**src/rtl/lsu_pkg.sv**
```systemverilog
// Shared funct3 encodings, FSM state type and size/legality helpers for load_store_unit.
// Misaligned split support is selected in the top by LSU_MISALIGN_SPLIT_EN.
package lsu_pkg;

    localparam logic [2:0] F3_B  = 3'b000;
    localparam logic [2:0] F3_H  = 3'b001;
    localparam logic [2:0] F3_W  = 3'b010;
    localparam logic [2:0] F3_BU = 3'b100;
    localparam logic [2:0] F3_HU = 3'b101;

    typedef enum logic [2:0] {
        S_IDLE,
        S_ISSUE0,
        S_ISSUE1,
        S_WAIT,
        S_RESP
    } lsu_state_t;

    // Access size in bytes from funct3[1:0]; the unsigned bit does not affect size.
    function automatic logic [2:0] size_from_funct3(input logic [1:0] f3_size);
        case (f3_size)
            2'b00:   return 3'd1;
            2'b01:   return 3'd2;
            default: return 3'd4;
        endcase
    endfunction

    function automatic logic funct3_legal(input logic is_store, input logic [2:0] f3);
        if (is_store)
            return (f3 == F3_B) || (f3 == F3_H) || (f3 == F3_W);
        return (f3 == F3_B) || (f3 == F3_H) || (f3 == F3_W) || (f3 == F3_BU) || (f3 == F3_HU);
    endfunction

endpackage

```
**src/rtl/lsu_load_align.sv**
```systemverilog
// Load data formatter: shifts the two-beat window by the byte offset and sign/zero extends.
// Purely combinational, no latency, no flow control.
module lsu_load_align
    import lsu_pkg::*;
(
    input  logic [63:0] i_beats,
    input  logic [1:0]  i_off,
    input  logic [2:0]  i_funct3,
    output logic [31:0] o_data
);

    logic [31:0] w_sh;

    assign w_sh = 32'(i_beats >> {i_off, 3'b000});

    always_comb begin
        o_data = w_sh;
        case (i_funct3)
            F3_B:    o_data = {{24{w_sh[7]}}, w_sh[7:0]};
            F3_BU:   o_data = {24'h0, w_sh[7:0]};
            F3_H:    o_data = {{16{w_sh[15]}}, w_sh[15:0]};
            F3_HU:   o_data = {16'h0, w_sh[15:0]};
            default: o_data = w_sh;
        endcase
    end

endmodule

```
**src/rtl/load_store_unit.sv**
```systemverilog
// RV32I load/store requester to a word-indexed byte-lane RAM; response 1-3 cycles after accept.
// One request in flight (req_ready only in IDLE); responses never stall. Option: LSU_MISALIGN_SPLIT_EN.
module load_store_unit
    import lsu_pkg::*;
#(
    parameter logic [31:0] BASE_ADDR     = 32'h0000_1000,
    parameter int          ADDRESS_WIDTH = 12,
    parameter int          DATA_WIDTH    = 32
)(
    input  logic                     clk,
    input  logic                     rst,
    input  logic                     req_valid,
    output logic                     req_ready,
    input  logic                     req_store,
    input  logic [2:0]               req_funct3,
    input  logic [31:0]              req_addr,
    input  logic [DATA_WIDTH-1:0]    req_wdata,
    output logic                     resp_valid,
    output logic                     resp_fault,
    output logic [DATA_WIDTH-1:0]    resp_rdata,
    output logic                     mem_en,
    output logic                     mem_we,
    output logic [ADDRESS_WIDTH-3:0] mem_addr,
    output logic [3:0]               mem_be,
    output logic [DATA_WIDTH-1:0]    mem_wd,
    input  logic [DATA_WIDTH-1:0]    mem_rd
);

    localparam logic [32:0] LP_LAST = {1'b0, BASE_ADDR} + (33'd1 << ADDRESS_WIDTH) - 33'd1;
    localparam logic [ADDRESS_WIDTH-3:0] LP_WORD_ONE = 1;

    lsu_state_t r_state, w_state_nxt;

    logic                     r_store, r_split;
    logic [2:0]               r_funct3;
    logic [1:0]               r_off;
    logic [ADDRESS_WIDTH-3:0] r_word;
    logic [3:0]               r_be0, r_be1;
    logic [DATA_WIDTH-1:0]    r_wd0, r_wd1, r_beat0;
    logic                     r_resp_valid, r_resp_fault;
    logic [DATA_WIDTH-1:0]    r_resp_rdata;

    logic                     w_accept, w_fault, w_split, w_oob, w_resp_set;
    logic [2:0]               w_size;
    logic [1:0]               w_off;
    logic [3:0]               w_size_mask;
    logic [7:0]               w_mask;
    logic [32:0]              w_last;
    logic [2*DATA_WIDTH-1:0]  w_wd_sh;
    logic [ADDRESS_WIDTH-3:0] w_word;
    logic [DATA_WIDTH-1:0]    w_fmt;

    assign w_accept    = req_valid && req_ready;
    assign w_size      = size_from_funct3(req_funct3[1:0]);
    assign w_off       = req_addr[1:0];
    assign w_last      = {1'b0, req_addr} + {30'd0, w_size} - 33'd1;
    assign w_oob       = (req_addr < BASE_ADDR) || (w_last > LP_LAST);
    assign w_size_mask = (w_size == 3'd1) ? 4'h1 : ((w_size == 3'd2) ? 4'h3 : 4'hF);
    assign w_mask      = {4'h0, w_size_mask} << w_off;
    assign w_wd_sh     = {{DATA_WIDTH{1'b0}}, req_wdata} << {w_off, 3'b000};
    assign w_word      = req_addr[ADDRESS_WIDTH-1:2] - BASE_ADDR[ADDRESS_WIDTH-1:2];

`ifdef LSU_MISALIGN_SPLIT_EN
    assign w_split = ({1'b0, w_off} + w_size) > 3'd4;
    assign w_fault = !funct3_legal(req_store, req_funct3) || w_oob;
`else
    assign w_split = 1'b0;
    assign w_fault = !funct3_legal(req_store, req_funct3) || w_oob ||
                     ((w_size == 3'd2) && w_off[0]) || ((w_size == 3'd4) && (w_off != 2'd0));
`endif

    always_ff @(posedge clk) begin
        if (rst) r_state <= S_IDLE;
        else     r_state <= w_state_nxt;
    end

    always_comb begin
        w_state_nxt = r_state;
        case (r_state)
            S_IDLE:   if (w_accept) w_state_nxt = w_fault ? S_RESP : S_ISSUE0;
            S_ISSUE0: w_state_nxt = r_split ? S_ISSUE1 : (r_store ? S_IDLE : S_WAIT);
            S_ISSUE1: w_state_nxt = r_store ? S_IDLE : S_WAIT;
            default:  w_state_nxt = S_IDLE;
        endcase
    end

    // Beats are gated by rst so a reset cycle never commits a write.
    always_comb begin
        req_ready  = (r_state == S_IDLE) && !rst;
        mem_en     = 1'b0;
        mem_we     = 1'b0;
        mem_addr   = r_word;
        mem_be     = 4'h0;
        mem_wd     = '0;
        w_resp_set = 1'b0;
        case (r_state)
            S_ISSUE0: begin
                mem_en     = !rst;
                mem_we     = r_store && !rst;
                mem_be     = r_store ? r_be0 : 4'hF;
                mem_wd     = r_wd0;
                w_resp_set = r_store && !r_split;
            end
            S_ISSUE1: begin
                mem_en     = !rst;
                mem_we     = r_store && !rst;
                mem_addr   = r_word + LP_WORD_ONE;
                mem_be     = r_store ? r_be1 : 4'hF;
                mem_wd     = r_wd1;
                w_resp_set = r_store;
            end
            S_WAIT, S_RESP: w_resp_set = 1'b1;
            default: ;
        endcase
    end

    always_ff @(posedge clk) begin
        if (w_accept) begin
            r_store  <= req_store;
            r_funct3 <= req_funct3;
            r_off    <= w_off;
            r_word   <= w_word;
            r_be0    <= w_mask[3:0];
            r_be1    <= w_mask[7:4];
            r_wd0    <= w_wd_sh[DATA_WIDTH-1:0];
            r_wd1    <= w_wd_sh[2*DATA_WIDTH-1:DATA_WIDTH];
            r_split  <= w_split;
        end
        if (r_state == S_ISSUE1) r_beat0 <= mem_rd;
    end

    // In WAIT mem_rd holds the last beat; for unsplit loads it is also beat 0.
    lsu_load_align u_align (
        .i_beats  ({mem_rd, (r_split ? r_beat0 : mem_rd)}),
        .i_off    (r_off),
        .i_funct3 (r_funct3),
        .o_data   (w_fmt)
    );

    always_ff @(posedge clk) begin
        if (rst) begin
            r_resp_valid <= 1'b0;
            r_resp_fault <= 1'b0;
            r_resp_rdata <= '0;
        end else begin
            r_resp_valid <= w_resp_set;
            r_resp_fault <= (r_state == S_RESP);
            r_resp_rdata <= (r_state == S_WAIT) ? w_fmt : '0;
        end
    end

    assign resp_valid = r_resp_valid;
    assign resp_fault = r_resp_fault;
    assign resp_rdata = r_resp_rdata;

endmodule

```
**config.mk**
```make
export PLATFORM = sky130hd
export DESIGN_NAME = load_store_unit
export DESIGN_NICKNAME = d
export VERILOG_FILES = /design/src/rtl/lsu_pkg.sv /design/src/rtl/lsu_load_align.sv /design/src/rtl/load_store_unit.sv
export SDC_FILE = /design/constraint.sdc
export NUM_CORES = 1
export LEC_CHECK = 0
export ABC_AREA = 1
export CORE_MARGIN = 2
export CORE_UTILIZATION = 55
export CTS_CLUSTER_DIAMETER = 100
export DETAILED_ROUTE_END_ITERATION = 10
export GPL_ROUTABILITY_DRIVEN = 0
export GPL_TIMING_DRIVEN = 0
export MAX_ROUTING_LAYER = met4
export PLACE_DENSITY_LB_ADDON = 0.1
export REMOVE_ABC_BUFFERS = 1
export SYNTH_ARGS = -nofsm -noshare
export SYNTH_HDL_FRONTEND = slang
export SYNTH_SLANG_ARGS = --single-unit
```
**constraint.sdc**
```tcl
create_clock -name clk -period 5.48 [get_ports clk]
set_clock_uncertainty 0.15 [all_clocks]
set_input_delay 0.548 -clock clk [delete_from_list [all_inputs] [get_ports clk]]
set_output_delay 0.548 -clock clk [all_outputs]
set_load 0.05 [all_outputs]
```
=== Word-level counts from Yosys, hierarchy flattened ===
Cells that the tools add are included.

* Mux-type cells: 19
* Equality and inequality tests: 16
* Reductions and logical operators: 23
* Order comparisons: 2
* Add/subtract/negate cells: 3
* Bitwise operators: 1
* Shift-type cells: 3

{| class="wikitable"
|+ Operator list
! operator !! count
|-
| $pmux 32 s4 || 1
|-
| $pmux 32 s2 || 1
|-
| $shl 32x5->64 || 1
|-
| $shr 64x5->32 || 1
|-
| $add 32x3->33 || 1
|-
| $gt 33x13->1 const B || 1
|-
| $sub 33x1->33 const B || 1
|-
| $lt 32x13->1 const B || 1
|-
| $eq 3x3->1 const B || 6
|-
| $mux 4 || 4
|-
| $eq 3x1->1 const B || 4
|-
| $eq 3x2->1 const B || 4
|-
| $pmux 3 s2 || 2
|-
| $add 10x1->10 const B || 1
|-
| $mux 10 || 1
|-
| $logic_not 3->1 || 3
|-
| $logic_or 1x1->1 || 8
|-
| $pmux 4 s2 || 1
|-
| $shl 4x2->8 || 1
|-
| $mux 3 || 2
|-
| $reduce_or 2->1 || 3
|-
| $logic_and 1x1->1 || 5
|-
| $mux 1 || 5
|-
| $eq 2x1->1 const B || 1
|-
| other kinds (7) || 8
|}

* Bits of input ports: 103
* Logic and storage cells: 79
* Output and inout bits: 83
* Bits in registers: 125

=== Depth between registers and ports, before layout ===
* Word-level depth: 13
* Gate-level depth with buffers: 23
* Depth with buffers taken out: 22

=== Hierarchy ===
From an unflattened synthesis, not the netlist that was laid out.

* Cell total of the unflattened synthesis: 1261
* Area total of the unflattened synthesis: 8861.0 sq um

{| class="wikitable"
|+ By module, submodules not included
! module !! cells each !! instances !! area each (sq um) !! sequential area each (sq um)
|-
| load_store_unit || 1029 || 1 || 7557.2 || 3113.0
|-
| lsu_load_align || 232 || 1 || 1303.8 || 0.0
|}

=== Least setup slack after synthesis ===
OpenSTA, ideal clock, no wires.

* Path kind: in2reg
* From: input port rst
* To: register r_be0[0] (enable)
* Path slack: 1.006 ns
* Arrival: 3.890 ns
* Required time: 4.896 ns
* Buffers on the path: 0
* Stages: 3
* Library setup time: 0.434 ns
* Cells stage by stage: nor4_1 nand2_1 inv_1

* Cells in the longest elaborated chain, start to end: 3

{| class="wikitable"
|+ RTL lines
! item !! RTL line !! text
|-
| start, declared || load_store_unit.sv:11 || <nowiki>input logic rst,</nowiki>
|-
| $logic_not 1->1 || load_store_unit.sv:89 || <nowiki>req_ready = (r_state == S_IDLE) && !rst;</nowiki>
|-
| $logic_and 1x1->1 || load_store_unit.sv:89 ||
|-
| $logic_and 1x1->1 || load_store_unit.sv:53 || <nowiki>assign w_accept = req_valid && req_ready;</nowiki>
|-
| via w_accept || load_store_unit.sv:43 || <nowiki>logic w_accept, w_fault, w_split, w_oob, w_resp_set;</nowiki>
|-
| end signal, assigned || load_store_unit.sv:123 || <nowiki>r_be0 <= w_mask[3:0];</nowiki>
|-
| end, declared || load_store_unit.sv:38 || <nowiki>logic [3:0] r_be0, r_be1;</nowiki>
|}

The timed path passes the listed nets, and every way through them passes these cells.
A chain may end at the register's enable or synchronous reset.

=== Final worst setup path ===
* From: input port req_addr[1]
* To: register r_state[0]

* Cells in the longest elaborated chain, start to end: 10
* Elaborated cells on any way between the ends: 13

{| class="wikitable"
|+ RTL lines
! item !! RTL line !! text
|-
| start, declared || load_store_unit.sv:16 || <nowiki>input logic [31:0] req_addr,</nowiki>
|-
| $add 32x3->33 || load_store_unit.sv:56 || <nowiki>assign w_last = {1'b0, req_addr} + {30'd0, w_size} - 33'd1;</nowiki>
|-
| $sub 33x1->33 || load_store_unit.sv:56 ||
|-
| $gt 33x13->1 || load_store_unit.sv:57 || <nowiki>assign w_oob = (req_addr < BASE_ADDR) || (w_last > LP_LAST);</nowiki>
|-
| $logic_or 1x1->1 || load_store_unit.sv:57 ||
|-
| $logic_or 1x1->1 (2 in series) || load_store_unit.sv:68 || <nowiki>assign w_fault = !funct3_legal(req_store, req_funct3) || w_oob ||</nowiki>
|-
| $logic_or 1x1->1 (*) || load_store_unit.sv:69 || <nowiki>((w_size == 3'd2) && w_off[0]) || ((w_size == 3'd4) && (w_off != 2'd0));</nowiki>
|-
| $mux 3 (*) (2 in series) || load_store_unit.sv:80 || <nowiki>S_IDLE: if (w_accept) w_state_nxt = w_fault ? S_RESP : S_ISSUE0;</nowiki>
|-
| $pmux 3 s2 (*) || load_store_unit.sv:79 || <nowiki>case (r_state)</nowiki>
|-
| end signal, assigned || load_store_unit.sv:74 || <nowiki>else r_state <= w_state_nxt;</nowiki>
|-
| end, declared || load_store_unit.sv:32 || <nowiki>lsu_state_t r_state, w_state_nxt;</nowiki>
|}

Mark *: on every way between the ends. The rest lies on a longest branch, timed or not. The select of a mux whose other input is x is not followed.

==> flow_summary.rst <==
.. list-table::
   :header-rows: 1

   * - Metric
     - Value
   * - Fraction of layout instances using a drive strength above 1
     - 5.09%
   * - HP Class
     - reg -> reg
   * - Fraction of synthesized cell area taken by the top area cell type
     - about 29%
   * - Setup violators final
     - 0
   * - Total gr overflow
     - 0
   * - Netlist area before placement
     - 8220 µm²
   * - Leak pwr
     - between 5 and 6 nW
   * - Ratio of routed vias to standard cells
     - roughly 5.3
   * - Detailed-route wire length
     - approximately 22 mm
   * - Post-synthesis sequential area ratio
     - approximately 38%
   * - Fraction of power consumed by sequential logic
     - roughly 37%
   * - Final period demand of the worst path
     - approximately 4.2 ns
   * - Number of inserted diodes
     - 0
   * - Post-route core utilization
     - about three quarters
   * - Most frequent cells after synthesis
     - sky130_fd_sc_hd__nand2_1 (329), sky130_fd_sc_hd__inv_1 (187), sky130_fd_sc_hd__nor2_1 (108)
   * - Hold_buf cts
     - 0
   * - Max-capacitance violation count
     - 0
   * - Average routed wire per standard cell
     - between 10 and 15 µm
   * - Prevailing post-synth register cell
     - sky130_fd_sc_hd__edfxtp_1
   * - GRT Util Overall
     - roughly 29%
   * - Count of final hold-check violations
     - 0
   * - Comb pwr share
     - between 10% and 20%
   * - Initial core utilization
     - 56.4%
   * - Max Buffers Root-to-Sink
     - 2
   * - CP max stage cell
     - sky130_fd_sc_hd__inv_1
   * - Number of synthesis warnings
     - 0
   * - Layout filler cell count
     - between 1000 and 1500
   * - Multi-input logic area
     - around 4200 µm²
   * - Largest stage delay on the critical path
     - around 0.66 ns
   * - Post-layout net count
     - 1474
   * - Worst setup startpoint
     - req_addr[1]
   * - Gates resized, CTS repair
     - 0
   * - Die Ht
     - approximately 130 µm
   * - Worst Min Path Start
     - r_store$_DFFE_PP_
   * - Clock insertion delay at the later pin of the skew report
     - a little over 0.4 ns
   * - Pre-CTS setup slack
     - -0.361 ns
   * - Slew @ Worst Pin
     - roughly 1.2 ns
   * - Setup Crit Path Kind
     - in -> reg
   * - Global-route wire length before repair
     - roughly 36 mm
   * - Unique cell type count in the Yosys netlist
     - 42
   * - Launching element type of the critical path
     - input pin
   * - Top cell family by delay on the critical path
     - simple AND/OR/NAND/NOR gates
   * - Asr flop ratio synth
     - 0%
   * - Top-count cell post-synth
     - sky130_fd_sc_hd__nand2_1
   * - Footprint of the flip-flops and latches
     - 3110 µm²
   * - TritonCTS clock tree
     - built
   * - Worst-case headroom to the max-slew limit
     - between 20 and 25%
   * - Rows
     - 44
   * - Post-synthesis instance total
     - about 1200
   * - Clock Sinks
     - around 120
   * - Crit-path cells
     - buf_2, inv_1, ha_1, inv_1, ha_1, fa_1, nand3_1, nand3_1, nand3_1, nand3_1, nand2_1, nand2_1, nand2_1, nand2_1, inv_1, nand2_1, nor2_1, nand3_1, nor2_1, nand2_1, nand2_1
   * - DRC violation total after the first TritonRoute iteration
     - approximately 550
   * - Average cell area after synthesis
     - just over 7 µm²
   * - Number of remaining DRC errors
     - 0
   * - Remaining antenna violation count after routing
     - 0
   * - Largest voltage drop on the vdd net
     - 0.206 mV
   * - Die X-Extent
     - 126 µm
   * - Count of buffer and inverter cells on the critical path
     - 4
   * - Post-synthesis register bit count
     - 116
   * - Port-buffer cells
     - 185
   * - Data required time of the critical path
     - 5.69 ns
   * - Die footprint
     - 15900 µm²
   * - Power per cell area
     - between 200 and 250 nW/µm²
   * - Cell type with the highest occurrence count on the critical path
     - sky130_fd_sc_hd__nand2_1
   * - Pin count of the biggest net entering global routing
     - 68
   * - Antenna violations before repair
     - 0
   * - Switch share
     - 25.6%
   * - Part of the total power dissipated in the clock network
     - 45.1%
   * - Nature of the critical path endpoint
     - register
   * - Setup repair bufs after CTS
     - 0
   * - Main area contributors after synthesis
     - sky130_fd_sc_hd__edfxtp_1 (29%), sky130_fd_sc_hd__nand2_1 (15%), sky130_fd_sc_hd__dfxtp_1 (9.0%), sky130_fd_sc_hd__inv_1 (8.5%), sky130_fd_sc_hd__ha_1 (7.2%)
   * - Status
     - finished clean
   * - Count of TritonRoute iterations in the first routing pass
     - 5
   * - Clock root cell
     - sky130_fd_sc_hd__clkbuf_16
   * - CP arrival
     - 4.43 ns
   * - Clock H-tree levels
     - 4
   * - Crit path setup slack, layout
     - 1.26 ns
   * - Highest Clock Rate
     - 237 MHz
   * - Synth-to-layout area growth
     - 32.1%
   * - Setup TNS
     - 0 ns
   * - Number of max-slew violations in the final report
     - 0
   * - Via count
     - approximately 8100
   * - I/O pin count
     - roughly 190
   * - Final period utilization
     - approximately three quarters
   * - Hold WS
     - 0.420 ns
   * - Num CTS Buffers
     - 17
   * - Number of synthesized flops with an enable pin
     - 79
   * - Launch instance of the worst register-to-register path
     - r_off[1]$_DFFE_PP_
   * - Critical Path Fanout Max
     - 31
   * - Yosys top cell by area
     - sky130_fd_sc_hd__edfxtp_1
   * - Core Box Area
     - around 15000 µm²
   * - RSZ-0062 raised after global routing
     - no
   * - Internal power
     - just over 2 mW
   * - Via count of the first global-routing pass
     - ~7800
   * - CTS clk-pin slew, worst paths
     - ~0.05 ns
   * - Power dissipated by switching net loads
     - about 700 µW
   * - Post-detail-place hpwl
     - about 16 mm
-- worst register-to-register path, delay by kind of cell, from the launching register on --
kind                   cells  cell delay [ns]
AND/OR/NAND/NOR            3             1.06
flip-flops                 1             1.02
buffers and inverters      2             0.81
AO/OA/AOI/OAI              2             0.25
-- final timing paths --
| kind | end | cells after the start | slack, ns |
|---|---|---|---|
| hold reg to reg | r_state[1]$_SDFFE_PP0P_ | 3 | 0.42 |
| hold / removal | r_state[1]$_SDFFE_PP0P_ | 3 | 0.42 |
| setup reg to reg | resp_rdata[29]$_SDFF_PP0_ | 7 | 2.16 |
| setup / recovery | r_state[0]$_SDFFE_PP0P_ | 21 | 1.26 |
-- layout by cell type (no fill, tap or decap), drive strengths merged, types with 6 or more instances in the layout --
cell,Yosys,routed
ha,47,47
a21oi,37,37
bufinv,0,6
nand3,62,62
nand2,332,332
inv,198,198
dfxtp,37,37
nand4,10,10
nor3,11,11
edfxtp,79,79
clkbuf,26,20
a22o,24,24
clkinv,2,7
a31oi,18,18
o211ai,7,7
clkdlybuf4s50,0,183
o21bai,6,6
nor2,120,120
o21ai,78,78
o22ai,8,8
mux2i,16,16
-- per-stage QoR --
stage	std cells	area (µm²)	total power [mW]
floorplan	1116	8080	1.31
global placement	1485	10200	1.48
detailed placement	1488	10200	1.49
CTS	1520	10900	2.71
global route	1520	10900	2.82
finish	1520	10900	2.70
-- registers in the layout, summed over array words and instances, names as in the netlist --
signal,flops
resp_valid,1
r_be0,4
r_wd1,24
r_state,3
r_wd0,32
r_off,2
r_word,10
r_store,1
resp_rdata,32
resp_fault,1
r_funct3,3
r_be1,3
-- area by class of cell --
| class | count | share of cell area [%] |
|---|---|---|
| clock inverters | 12 | 1.92 |
| repair buffers | 188 | 17.4 |
| inverters | 200 | 6.96 |
| well taps | 184 | 2.12 |
| clock buffers | 20 | 4.02 |
| multi-input cells | 800 | 38.9 |
| flip-flops and latches | 116 | 28.7 |
-- cells by family after synthesis --
family                   Yosys count  synth area share [%]
AND/OR/NAND/NOR                  546                  27.6
buffers and inverters            234                  11.0
AO/OA/AOI/OAI                    180                  13.1
flip-flops                       116                  37.9
adder cells (fa/ha/maj)           48                  7.39
multiplexers                      16                  1.95
XOR/XNOR                          10                  1.06
-- power by group through the flow --
stage                     Combinational (mW)  Clock, mW  Sequential, mW
after floorplan                        0.303          0            1.00
after global placement                 0.477          0            1.01
after detailed placement               0.488          0            1.01
after CTS                              0.494       1.23           0.988
after global routing                   0.558       1.27           0.991
final                                  0.495       1.22           0.989
-- routing by layer --
layer | vias to the layer above | routed length, µm | part of all wire, % | global-route usage [%]
met5 | - | 0 | 0 | -
met4 | 0 | 850 | 3.9 | 13.1
met3 | 58 | 1560 | 7.1 | 5.10
met2 | 336 | 11000 | 50 | 49.1
met1 | 3649 | 8490 | 39 | 33.0
li1 | 4071 | - | - | -
Power figures use the tool's default switching activity.
